<file path="config.mk">
export PLATFORM = sky130hd
export DESIGN_NAME = pipeline_ctrl
export DESIGN_NICKNAME = d
export VERILOG_FILES = /design/src/rtl/pipeline_ctrl.sv
export SDC_FILE = /design/constraint.sdc
export NUM_CORES = 1
export LEC_CHECK = 0
export ABC_AREA = 1
export BUFFER_PORTS_ARGS = -buffer_cell sky130_fd_sc_hd__buf_2
export CORE_MARGIN = 2
export CORE_UTILIZATION = 45
export CTS_CLUSTER_SIZE = 40
export DETAILED_ROUTE_END_ITERATION = 7
export PLACE_DENSITY_LB_ADDON = 0.05
export SETUP_SLACK_MARGIN = 0.2
export SKIP_CTS_REPAIR_TIMING = 1
export SLEW_MARGIN = 20
export SYNTH_ARGS = -nofsm -noshare
export SYNTH_HDL_FRONTEND = slang
export SYNTH_SLANG_ARGS = --single-unit
</file>
<file path="constraint.sdc">
create_clock -name clk -period 3.3 [get_ports clk]
set_clock_uncertainty 0.2 [all_clocks]
set_input_delay 0.66 -clock clk [delete_from_list [all_inputs] [get_ports clk]]
set_output_delay 0.66 -clock clk [all_outputs]
set_load 0.05 [all_outputs]
</file>
<file path="src/rtl/pipeline_ctrl.sv">
// Central pipeline controller: stage stall/flush, exception/ERET redirect
// and the control-register file read by ID and written by WRCR in MEM.
module pipeline_ctrl #(
  parameter int WORD        = 32,
  parameter int WORD_ADDR_W = 30,
  parameter int IRQ_W       = 8
) (
  input  logic                   clk,
  input  logic                   reset,
  input  logic [4:0]             creg_rd_addr,
  output logic [WORD-1:0]        creg_rd_data,
  output logic                   exe_mode,
  output logic                   int_en,
  input  logic [IRQ_W-1:0]       irq,
  input  logic                   ld_hazard,
  input  logic                   mem_busy,
  input  logic                   mem_en,
  input  logic [WORD_ADDR_W-1:0] mem_pc,
  input  logic [1:0]             mem_ctrl_op,
  input  logic [2:0]             mem_exp_code,
  input  logic [4:0]             mem_dst_addr,
  input  logic [WORD-1:0]        mem_out,
  output logic                   if_stall,
  output logic                   id_stall,
  output logic                   ex_stall,
  output logic                   mem_stall,
  output logic                   if_flush,
  output logic                   id_flush,
  output logic                   ex_flush,
  output logic                   mem_flush,
  output logic [WORD_ADDR_W-1:0] new_pc
);

  localparam logic [1:0] OP_WRCR = 2'd1;
  localparam logic [1:0] OP_ERET = 2'd2;

  localparam logic [2:0] EXP_NONE = 3'd0;
  localparam logic [2:0] EXP_INT  = 3'd1;

  localparam logic [4:0] CR_STATUS = 5'd0;
  localparam logic [4:0] CR_PRE    = 5'd1;
  localparam logic [4:0] CR_EPC    = 5'd2;
  localparam logic [4:0] CR_VEC    = 5'd3;
  localparam logic [4:0] CR_CAUSE  = 5'd4;
  localparam logic [4:0] CR_MASK   = 5'd5;
  localparam logic [4:0] CR_IRQ    = 5'd6;

  logic                   exe_mode_q, exe_mode_d;
  logic                   int_en_q, int_en_d;
  logic [1:0]             pre_status_q, pre_status_d;
  logic [WORD_ADDR_W-1:0] epc_q, epc_d;
  logic [WORD_ADDR_W-1:0] exp_vec_q, exp_vec_d;
  logic [2:0]             cause_q, cause_d;
  logic [IRQ_W-1:0]       int_mask_q, int_mask_d;

  logic       busy;
  logic       irq_pend;
  logic [2:0] code;
  logic       commit;
  logic       exc_ev;
  logic       eret_ev;
  logic       wrcr_ev;
  logic       redirect;
  logic       unused_bits;

  assign unused_bits = ^mem_out;

  // Interrupt outranks whatever exception the MEM instruction carries.
  always_comb begin
    busy     = mem_busy;
    irq_pend = int_en_q & (|(irq & ~int_mask_q)) & mem_en;
    if (irq_pend) begin
      code = EXP_INT;
    end else if (mem_en) begin
      code = mem_exp_code;
    end else begin
      code = EXP_NONE;
    end
    commit  = mem_en & ~busy & ~reset;
    exc_ev  = commit & (code != EXP_NONE);
    eret_ev = commit & (code == EXP_NONE)
            & (mem_ctrl_op == OP_ERET);
    wrcr_ev = commit & (code == EXP_NONE)
            & (mem_ctrl_op == OP_WRCR) & ~exe_mode_q;
    redirect = exc_ev | eret_ev;
  end

  always_comb begin
    if_stall  = 1'b0;
    id_stall  = 1'b0;
    ex_stall  = 1'b0;
    mem_stall = 1'b0;
    if_flush  = 1'b0;
    id_flush  = 1'b0;
    ex_flush  = 1'b0;
    mem_flush = 1'b0;
    new_pc    = '0;
    if (!reset) begin
      if_stall  = busy | ld_hazard;
      id_stall  = busy;
      ex_stall  = busy;
      mem_stall = busy;
      if_flush  = redirect;
      id_flush  = redirect | (ld_hazard & ~busy);
      ex_flush  = redirect;
      mem_flush = redirect;
      if (exc_ev) begin
        new_pc = exp_vec_q;
      end else if (eret_ev) begin
        new_pc = epc_q;
      end
    end
  end

  always_comb begin
    exe_mode_d   = exe_mode_q;
    int_en_d     = int_en_q;
    pre_status_d = pre_status_q;
    epc_d        = epc_q;
    exp_vec_d    = exp_vec_q;
    cause_d      = cause_q;
    int_mask_d   = int_mask_q;
    unique case (1'b1)
      exc_ev: begin
        pre_status_d = {int_en_q, exe_mode_q};
        epc_d        = mem_pc;
        cause_d      = code;
        exe_mode_d   = 1'b0;
        int_en_d     = 1'b0;
      end
      eret_ev: begin
        {int_en_d, exe_mode_d} = pre_status_q;
      end
      wrcr_ev: begin
        case (mem_dst_addr)
          CR_STATUS: {int_en_d, exe_mode_d} = mem_out[1:0];
          CR_PRE:    pre_status_d = mem_out[1:0];
          CR_EPC:    epc_d        = mem_out[WORD_ADDR_W-1:0];
          CR_VEC:    exp_vec_d    = mem_out[WORD_ADDR_W-1:0];
          CR_CAUSE:  cause_d      = mem_out[2:0];
          CR_MASK:   int_mask_d   = mem_out[IRQ_W-1:0];
          default: ;
        endcase
      end
      default: ;
    endcase
  end

  always_ff @(posedge clk) begin
    if (reset) begin
      exe_mode_q   <= 1'b0;
      int_en_q     <= 1'b0;
      pre_status_q <= '0;
      epc_q        <= '0;
      exp_vec_q    <= '0;
      cause_q      <= '0;
      int_mask_q   <= '1;
    end else begin
      exe_mode_q   <= exe_mode_d;
      int_en_q     <= int_en_d;
      pre_status_q <= pre_status_d;
      epc_q        <= epc_d;
      exp_vec_q    <= exp_vec_d;
      cause_q      <= cause_d;
      int_mask_q   <= int_mask_d;
    end
  end

  // Reads see registered state only; a WRCR shows up the cycle after.
  always_comb begin
    creg_rd_data = '0;
    case (creg_rd_addr)
      CR_STATUS: creg_rd_data[1:0] = {int_en_q, exe_mode_q};
      CR_PRE:    creg_rd_data[1:0] = pre_status_q;
      CR_EPC:    creg_rd_data[WORD_ADDR_W-1:0] = epc_q;
      CR_VEC:    creg_rd_data[WORD_ADDR_W-1:0] = exp_vec_q;
      CR_CAUSE:  creg_rd_data[2:0] = cause_q;
      CR_MASK:   creg_rd_data[IRQ_W-1:0] = int_mask_q;
      CR_IRQ:    creg_rd_data[IRQ_W-1:0] = irq;
      default: ;
    endcase
  end

  assign exe_mode = exe_mode_q;
  assign int_en   = int_en_q;

endmodule

</file>
### Yosys cells after proc, flatten, opt, wreduce, memory -nomap -nowiden

Cells that the tools add are included.

* bitwise gates (word level): 18
* mux-type cells: 23
* equality and inequality tests: 17
* reductions and logical operators: 13

Operators with widths (count)
* 30-bit 2-to-1 mux: 4
* 30-bit case mux with 2 select lines: 1
* 22-bit case mux with 2 select lines: 1
* 5-bit by 3-bit equality test with 1-bit output (second input constant): 5
* 5-bit by 2-bit equality test with 1-bit output (second input constant): 4
* 5-bit case mux with 4 select lines: 1
* 2-bit case mux with 7 select lines: 1
* 2-bit AND reduction: 6
* 1-bit bitwise AND: 10
* 5-bit by 1-bit equality test with 1-bit output (second input constant): 2
* 5-bit logical NOT: 2
* 3-bit 2-to-1 mux: 3
* 8-bit bitwise AND: 1
* 2-bit by 1-bit != test with 1-bit output (second input constant): 4
* 8-bit inverter: 1
* 8-bit OR reduction: 1
* 1-bit 2-to-1 mux: 6
* 1-bit case mux with 3 select lines: 2
* 3-bit case mux with 2 select lines: 1
* 3-bit nonzero test: 2
* 1-bit case mux with 5 select lines: 1
* 2-bit case mux with 2 select lines: 1
* 3-bit logical NOT: 1
* 1-bit inverter: 3
* other kinds (5): 7

* output and inout port bits: 72
* register bits: 75

### Depth between registers and ports, before layout

Gate-level depths: netlist of run 1.

* word-level depth: 12
* depth in mapped cells: 15
* mapped depth without buffers: 14

### Worst setup path before layout of run 1

No wires, ideal clock.

* kind: input -> output
* start: input port irq[1]
* end: output port new_pc[12]
* stages on the path: 10
* buffers on the path: 1
* arrival time: 2.720 ns
* data required time: 2.440 ns
* setup slack: -0.280 ns
* cells stage by stage: nand2_1 nand2_1 nor2_1 nand2_1 nand2_2 nand3_4 nand2_2 inv_2 buf_2 a211oi_1

* longest elaborated chain between the ends: 11
* elaborated cells between the ends (all ways): 13
* classes of those cells: mux (4); bitwise (6); reduce/logical (3)

Ends and longest elaborated chain
* start: declaration: line 14 `input logic [IRQ_W-1:0] irq,`
* 8-bit bitwise AND *: line 71 `irq_pend = int_en_q & (|(irq & ~int_mask_q)) & mem_en;`
* 8-bit OR reduction *: line 71
* 1-bit bitwise AND * (2 in series): line 71
* 3-bit 2-to-1 mux *: line 72 `if (irq_pend) begin`
* 3-bit logical NOT: line 81 `eret_ev = commit & (code == EXP_NONE)`
* 1-bit bitwise AND: line 81
* 1-bit bitwise AND: line 82 `& (mem_ctrl_op == OP_ERET);`
* 30-bit 2-to-1 mux: line 109 `end else if (eret_ev) begin`
* 30-bit 2-to-1 mux *: line 107 `if (exc_ev) begin`
* 30-bit 2-to-1 mux *: line 98 `if (!reset) begin`
* end: declaration: line 31 `output logic [WORD_ADDR_W-1:0] new_pc`

Mark *: on every way between the ends. The rest lies on a longest branch, timed or not.

### Worst setup path after layout of run 1

* start: input port irq[5]
* end: output port new_pc[17]

The elaborated chain is that of the path after synthesis.

==> results.toml, run 1 <==
[floorplan]
die_h_um = 107
dieArea_sq_um = 11500
core-area_sq_um = 10300
start_util_pct = 46.5
die_w_um = 107
pin_count = 162
rows = 37

[critical_path]
cp_slowest_cell = "a211oi_4"
start_kind = "input port"
r2r_end = "epc_q[7]"
critPathArrivalTime_ns = 2.24
worstPathCellList = "buf_2, nand2_1, nand2_1, nor2_1, nand2_1, nand2_2, nand3_4, nand2_4, inv_6, clkbuf_16, a211oi_4, buf_6"
reg2reg_depth = 12
cp_common_cell = "nand2_1"
crit_type = "in -> out"
crit_family = "simple AND/OR/NAND/NOR gates"
r2r_slack_ns = 0.93
worstPathRequired_ns = 2.44
critPathBufInv = 4
slowest_delay_ns = 0.25
endpoint_kind = "output port"
cp_max_fo = 8
rr_startpoint = "int_mask_q[7]"

[drt]
viasPerCell = 5.09
first_iter_violations = 437
drt-wirelength-per-cell_um = 14.6
vias = 5590
ant_nets = 0
drt-total-wl_mm = 16.0
drc = 0
drtPass1Iterations = 5

[clock_network]
cts_buffer_depth = 2
clock_sinks = 75
cts_buffers = 9
clkTransAtPathRegs_ns = 0.07
clockRootBuffer = "clkbuf_8"
clk_latency_ns = 0.36
cts_max_level = 3
tritoncts = "done"

[timing]
whs_ns = 0.264
fmax_mhz = 322
tightestPinTransition_ns = 0.744
relSlewSlack_pct = 49.9
post-route-period-util_pct = 94.1
setup-violations-final = 0
hold_viol = 0
slew_violations = 0
period_needed_ns = 3.10
rsz0062_at_grt = "true"
fin_setup_tns_ns = 0

[grt]
antenna_found_initial = 0
grt_max_degree = 56
grt_pass1_wl_mm = 24.7
gr-total-overflow = 0
grtUsageTotal_pct = 27.1
grt_pass1_vias = 5208

[layout]
nets = 1050
area_growth_pct = 36.1
finalNonFillerCells = 1098
drive_above_1_share_pct = 29.4
fillers = 1013
antenna_cells = 0

[hold_path]
holdPathEnd = "exp_vec_q[17]"
hold_start = "exp_vec_q[17]"
worst_hold_path.num_cells = 2
hold_path.class = "reg -> reg"

[pwr]
power_mw = 1.93
p_comb_share_pct = 19.6
p_leak_nw = 3.32
swShare_pct = 30.8
power_switching_mw = 0.593
p_clk_share_pct = 31.9
irDropWorstVdd_v = 0.000156
p_per_area_nw_per_um2 = 295
p_int_mw = 1.33
pwr-share-seq_pct = 48.5

[yosys]
synth_edf_count = 0
syn_area_sq_um = 4800
yosysTopAreaCell = "dfxtp_1"
synth-seq-cells = 75
synth_area_per_cell_sq_um = 6.00
yosysWarnings = 0
yosys-top-cells-area = "dfxtp_1 31%, nand2_1 19%, inv_1 10%"
yosysMostFrequentCell = "nand2_1"
synthCells = 801
synth_ff_type = "dfxtp_1"
synth_commonest_cells = "247 x nand2_1, 128 x inv_1, 78 x a21oi_1"
synthArstFlopShare_pct = 0
ys_types = 38
yosysSeqAreaShare_pct = 31.3
synth_top_area_share_pct = 31.3

[outcome]
status = "complete, no violations"

[placed_design]
dp_cells = 1073
detailed_place_hpwl_mm = 11.3
gp_congestion = 0.886
portBuffers = 157

[run]
cap_violations = 0
==> flip-flops by register name, indices dropped and copies added (netlist names) <==
register and flops:
pre_status_q 2, exp_vec_q 30, int_en 1, epc_q 30, int_mask_q 8, exe_mode 1, cause_q 3
==> cell type report <==
type | instances | area [sq um] | share of cell area, %
repair buffers | 196 | 1320 | 20.1
multi-input cells | 541 | 2870 | 43.9
flip-flops and latches | 75 | 1510 | 23.1
well taps | 136 | 170 | 2.60
clock buffers | 10 | 138 | 2.11
clock inverters | 3 | 17.5 | 0.268
inverters | 137 | 520 | 7.96
==> worst max path at each step <==
| stage | cells after the start | endpoint | startpoint |
|---|---|---|---|
| 4_1_cts | 12 | new_pc[10] | irq[4] |
| 3_5_place_dp | 12 | new_pc[10] | irq[5] |
| 6_report | 12 | new_pc[17] | irq[5] |
| 5_1_grt | 12 | new_pc[17] | int_mask_q[6] |
| 2_1_floorplan | 9 | new_pc[2] | irq[1] |
| 3_3_place_gp | 12 | new_pc[10] | irq[4] |
==> power by group through the flow <==
stage	clock, mW	combinational (mW)	sequential [mW]
2_1_floorplan	0	0.219	0.957
3_3_place_gp	0	0.342	0.955
3_5_place_dp	0	0.348	0.956
4_1_cts	0.627	0.349	0.934
5_1_grt	0.670	0.409	0.937
6_report	0.614	0.377	0.935
==> worst reg2reg max path: cells and delay by family, from the launching register on <==
| kind | cells | cell delay [ns] |
|---|---|---|
| DFF | 1 | 0.34 |
| and+or+nand+nor | 9 | 1.06 |
| buffers and inverters | 2 | 0.43 |
| AOI/OAI and AO/OA | 1 | 0.23 |
==> layer usage <==
layer	vias up	global-route usage [%]	routed length [um]
met5	-	0	0
met4	0	12.1	389
met3	32	4.30	1070
met2	215	47.2	7870
met1	2512	32.7	6690
li1	2831	-	-
==> through the flow <==
step	cell area [sq um]	setup slack (ns)	util, %
after global routing	6540	0.134	63.3
after floorplan	5060	-0.136	-
after detailed placement	6020	0.0799	58.3
after CTS	6170	0.0802	59.8
after global placement	6020	0.0935	58.3
final	6540	0.196	63.3
==> cell families after synthesis <==
| group | Yosys count | synth area share, % |
|---|---|---|
| AOI/OAI and AO/OA | 153 | 18.5 |
| buffers and inverters | 186 | 16.1 |
| DFF | 75 | 31.3 |
| other | 1 | 0.0781 |
| and+or+nand+nor | 386 | 34.1 |
==> cells in the final DEF (no fill, tap or decap), types with 3 or more instances in the layout <==
| cell type | n |
|---|---|
| nand2_1 | 245 |
| buf_2 | 132 |
| inv_1 | 126 |
| a21oi_1 | 77 |
| nand3_1 | 70 |
| dfxtp_1 | 70 |
| nor2_1 | 50 |
| buf_4 | 31 |
| buf_6 | 25 |
| o21ai_2 | 20 |
| a211oi_4 | 16 |
| clkbuf_8 | 10 |
| inv_2 | 9 |
| o22ai_1 | 8 |
| o21ai_1 | 7 |
| a221oi_1 | 6 |
| a211oi_2 | 5 |
| dfxtp_2 | 5 |
| buf_12 | 5 |
| nor3_1 | 3 |
| nand2_2 | 3 |
| clkinv_2 | 3 |
Note: power is estimated with default switching activity, not from simulation.
==> inputs of run 2 (changes only) <==
- SETUP_SLACK_MARGIN: 0.2 -> 0.1
- clock period: 3.3 -> 3.9 ns (I/O delays scaled with it)
==> run 2 against run 1 <==
Against the previous run: sequential power decreased by 15%; power decreased by 11%; die area unchanged; critical path depth decreased by 1; clock-buffer cell count increased by 1; sequential share of layout area is 2.6 points higher; critical endpoint is now new_pc[10]; core utilization fell by 6.6 points; largest cell class unchanged; setup slack improved by 0.038 ns.
==> results.toml, run 2 (synthesized netlist as in run 1, its figures left out) <==
[critical_path]
slowest_delay_ns = 0.38
reg2reg_depth = 15
crit_family = "simple AND/OR/NAND/NOR gates"
worstPathCellList = "buf_2, nand2_1, nand2_1, nor2_1, nand2_1, nand2_2, nand3_4, nand2_2, inv_2, a211oi_1, buf_2"
start_kind = "input port"
cp_slowest_cell = "a211oi_1"
r2r_slack_ns = 1.26
r2r_end = "epc_q[14]"
endpoint_kind = "output port"
cp_common_cell = "nand2_1"
worstPathRequired_ns = 2.92
cp_max_fo = 27
critPathArrivalTime_ns = 2.69
critPathBufInv = 3
rr_startpoint = "int_mask_q[4]"
crit_type = "in -> out"

[layout]
top_regs = "epc_q x30, exp_vec_q x30, int_mask_q x8"
nets = 1027
drive_above_1_share_pct = 22.2
final_cell_mix = "247 x nand2_1, 152 x buf_2, 128 x inv_1"
seq_area_sq_um = 1500
multi_input_area_sq_um = 2540
fillers = 1055
layout_commonest_cell = "nand2_1"
area_growth_pct = 22.0

[hold_path]
hold_path.class = "reg -> reg"
worst_hold_path.num_cells = 2
holdPathEnd = "exp_vec_q[20]"
hold_start = "exp_vec_q[20]"

[pwr]
irDropWorstVdd_v = 0.000198
p_per_area_nw_per_um2 = 292
p_leak_nw = 3.13

[grt]
antenna_found_initial = 1
grt_pass1_vias = 5076
grtUsageTotal_pct = 26.2
grt_pass1_wl_mm = 24.0
gr-total-overflow = 0
grt_max_degree = 72

[clock_network]
clkTransAtPathRegs_ns = 0.07
clk_latency_ns = 0.34
clock_sinks = 75
tritoncts = "done"
clockRootBuffer = "clkbuf_8"
cts_max_level = 3
cts_buffer_depth = 2
cts_buffers = 9

[drt]
drt-total-wl_mm = 15.1
drc = 0
viasPerCell = 5.02
drt-wirelength-per-cell_um = 14.0
ant_nets = 0
first_iter_violations = 314
drtPass1Iterations = 5
vias = 5413

[timing]
fin_setup_tns_ns = 0
rsz0062_at_grt = "true"
relSlewSlack_pct = 48.8
setup-violations-final = 0
slew_violations = 0
fmax_mhz = 273
whs_ns = 0.262
period_needed_ns = 3.67
hold_viol = 0
tightestPinTransition_ns = 0.765
post-route-period-util_pct = 94.0

[floorplan]
rows = 37
die_w_um = 107
dieArea_sq_um = 11500
core-area_sq_um = 10300
start_util_pct = 46.5
pin_count = 162
die_h_um = 107

[placed_design]
portBuffers = 157
detailed_place_hpwl_mm = 10.7
gp_congestion = 0.880

[run]
cap_violations = 0

[outcome]
status = "complete, no violations"
## run 2: cell types whose count changed in the layout (fill, tap and decap cells not counted), sizes merged
cell    delta
buf       -25
clkbuf     +3
bufinv     +2
diode      +1
## run 2: worst max-delay path by stage
stage / start / end / slack (ns) / depth (start not counted)
2_1_floorplan: irq[1] / new_pc[12] / 0.08 / 10
3_3_place_gp: irq[4] / new_pc[18] / 0.22 / 11
3_5_place_dp: irq[4] / new_pc[28] / 0.20 / 11
4_1_cts: irq[4] / new_pc[28] / 0.20 / 11
5_1_grt: irq[1] / new_pc[18] / 0.07 / 11
6_report: irq[4] / new_pc[10] / 0.23 / 11
## run 2: per-stage QoR
stage | std cells | area (sq um) | power (mW) | util, % | worst slack (ns)
2_1_floorplan | 802 | 4810 | 0.982 | - | 0.0802
3_3_place_gp | 1062 | 5630 | 1.07 | 54.5 | 0.221
3_5_place_dp | 1062 | 5630 | 1.08 | 54.5 | 0.203
4_1_cts | 1078 | 5840 | 1.72 | 56.6 | 0.200
5_1_grt | 1079 | 5860 | 1.79 | 56.8 | 0.0653
6_report | 1079 | 5860 | 1.71 | 56.8 | 0.234
## run 2: per-layer routing
layer / GRT usage [%] / up-vias / part of all wire (%) / wire [um]
met4: 8.81 / 0 / 1.7 / 253
met1: 33.1 / 2435 / 43 / 6560
li1: - / 2801 / - / -
met5: 0 / - / 0 / 0
met2: 45.8 / 157 / 49 / 7350
met3: 3.69 / 20 / 6.1 / 928
## run 2: final cells by class
cell class | count | share of cell area [%]
tap | 136 | 2.90
timing repair buffer | 173 | 15.7
multi-input combinational | 541 | 43.4
sequential | 75 | 25.6
inverter | 137 | 8.80
clock inverter | 5 | 1.32
antenna | 1 | 0.0427
clock buffer | 11 | 2.24
## run 2: power breakdown
part	internal (mW)	switching, mW	total [mW]
clock network	0.359	0.288	0.647
registers	0.782	0.00861	0.791
logic	0.0876	0.185	0.272
## run 2: worst reg2reg max path, stage by stage, from the launching register on
cell     delay (ns)
dfxtp_1        0.36
inv_2          0.05
nand2_1        0.05
nand2_1        0.05
nor2_1         0.13
nand2_1        0.13
nand2_2        0.14
nand3_4        0.19
nor2_8         0.21
nand2_1        0.42
buf_4          0.38
nand2_1        0.09
nand2_1        0.05
nand2_1        0.05
nand2_1        0.05
inv_1          0.05
==> inputs of run 3 (changes only) <==
--- a/config.mk
+++ b/config.mk
@@ -12,4 +12,5 @@
 export CTS_CLUSTER_SIZE = 40
 export DETAILED_ROUTE_END_ITERATION = 7
+export GPL_TIMING_DRIVEN = 0
 export PLACE_DENSITY_LB_ADDON = 0.05
 export SETUP_SLACK_MARGIN = 0.1
==> constraint.sdc (replaced) <==
create_clock -name clk -period 3.9 [get_ports clk]
set_clock_uncertainty 0.2 [all_clocks]
set_input_delay 0.975 -clock clk [delete_from_list [all_inputs] [get_ports clk]]
set_output_delay 0.975 -clock clk [all_outputs]
set_load 0.05 [all_outputs]
==> run 3 against run 2 <==
Against the previous run: cell count up 3.8%; highest routed layer unchanged; power up 3.6%; critical path depth unchanged; clock-buffer cell count down 1; wire length up 9.2%; non-clock buffer count up 43; core utilization up 7.0 points; global-route usage up 1.5 points; clock power up 0.8%; die area unchanged; setup slack worse by 0.13 ns; first-iteration DRC count up 24%.
==> results.toml, run 3 (synthesized netlist as in run 1, its figures left out) <==
[outcome]
status = "complete, no violations"

[floorplan]
core-area_sq_um = 10300
die_w_um = 107
start_util_pct = 46.5
die_h_um = 107
dieArea_sq_um = 11500
rows = 37
pin_count = 162

[drt]
vias = 5661
first_iter_violations = 388
ant_nets = 0
drc = 0
drtPass1Iterations = 5
drt-wirelength-per-cell_um = 14.7
drt-total-wl_mm = 16.5
viasPerCell = 5.05

[critical_path]
crit_type = "in -> out"
worstPathRequired_ns = 2.72
slowest_delay_ns = 0.31
cp_slowest_cell = "o21ai_4"
critPathBufInv = 3
cp_common_cell = "nand2_1"
cp_max_fo = 10
crit_family = "simple AND/OR/NAND/NOR gates"
critPathArrivalTime_ns = 2.62
worstPathCellList = "buf_2, nand2_1, nand2_1, nor2_1, nand2_2, nand2_4, nand3_4, o21ai_4, buf_6, a211oi_1, buf_4"
start_kind = "input port"
endpoint_kind = "output port"

[placed_design]
detailed_place_hpwl_mm = 12.1
gp_congestion = 0.911
dp_cells = 1095
portBuffers = 157
placed_cell_area_sq_um = 5780

[grt]
grtUsageTotal_pct = 27.8
grt_max_degree = 13
antenna_found_initial = 0
gr-total-overflow = 0
grt_pass1_wl_mm = 25.0
grt_pass1_vias = 5096

[timing]
fmax_mhz = 264
period_needed_ns = 3.79
relSlewSlack_pct = 32.4
hold_viol = 0
whs_ns = 0.264
tightestPinTransition_ns = 1.01
post-route-period-util_pct = 97.2
setup-violations-final = 0
slew_violations = 0
rsz0062_at_grt = "true"

[hold_path]
hold_path.class = "reg -> reg"

[pwr]
p_per_area_nw_per_um2 = 269
p_leak_nw = 3.36
pwr-share-seq_pct = 44.8
irDropWorstVdd_v = 0.000147
p_clk_share_pct = 36.8
swShare_pct = 29.3
power_switching_mw = 0.519
p_int_mw = 1.25
p_comb_share_pct = 18.4

[layout]
top_regs = "epc_q x30, exp_vec_q x30, int_mask_q x8"
nets = 1070
post-route-util_pct = 63.7
layout_commonest_cell = "nand2_1"
final_cell_mix = "245 x nand2_1, 144 x buf_2, 127 x inv_1"
antenna_cells = 0
drive_above_1_share_pct = 29.0
finalInstanceArea_sq_um = 6580
area_growth_pct = 37.0
finalNonFillerCells = 1120

[run]
cap_violations = 0

[clock_network]
clockRootBuffer = "clkbuf_8"
cts_buffers = 9
cts_max_level = 3
clock_sinks = 75
tritoncts = "done"
clkTransAtPathRegs_ns = 0.07
cts_buffer_depth = 2
clk_latency_ns = 0.35
==> run 3: cell count changes in the layout (fill, tap and decap cells not counted), sizes merged <==
| cell | delta |
|---|---|
| diode | -1 |
| clkinv | +1 |
| clkinvlp | -1 |
| clkbuf | +13 |
| buf | +29 |
==> run 3: layout make-up <==
| cell class | instances | area, sq um |
|---|---|---|
| plain buffers | 49 | 325 |
| clock buffers | 10 | 128 |
| clock inverters | 5 | 78.8 |
| fillers | 1031 | 3750 |
| inverters | 137 | 520 |
| multi-input cells | 541 | 2840 |
| flip-flops and latches | 75 | 1500 |
| well taps | 136 | 170 |
| repair buffers | 167 | 1020 |
==> run 3: metal layers <==
metal	vias to the layer above	share of wire [%]	global-route usage, %
li1	2887	-	-
met1	2536	43	35.2
met2	209	48	48.5
met3	29	6.8	4.54
met4	0	2.0	7.98
met5	-	0	0
==> run 3: final timing paths <==
check	start	end	slack, ns	cells past startpoint
min reg2reg	exp_vec_q[4]	exp_vec_q[4]	0.26	2
min	exp_vec_q[4]	exp_vec_q[4]	0.26	2
max reg2reg	int_mask_q[5]	epc_q[15]	1.60	15
max	irq[4]	new_pc[11]	0.11	11
==> run 3: through the flow <==
stage | total power [mW] | setup TNS (ns) | worst slack [ns]
detailed placement | 1.09 | -9.96 | -0.349
finish | 1.77 | 0 | 0.107
global route | 1.83 | 0 | 0.0222
CTS | 1.73 | -9.50 | -0.333
global placement | 1.09 | -10.12 | -0.367
floorplan | 0.983 | -6.04 | -0.310
==> run 3: tightest hold or removal path, cell delays in order (launching register included) <==
cell	delay, ns
dfxtp_1	0.31
nand2_1	0.06
a21oi_1	0.05
==> run 3: power by group through the flow <==
stage	combinational [mW]	sequential [mW]	clock, mW
floorplan	0.173	0.810	0
global placement	0.279	0.808	0
detailed placement	0.279	0.809	0
CTS	0.280	0.791	0.656
global route	0.355	0.794	0.683
finish	0.326	0.793	0.652
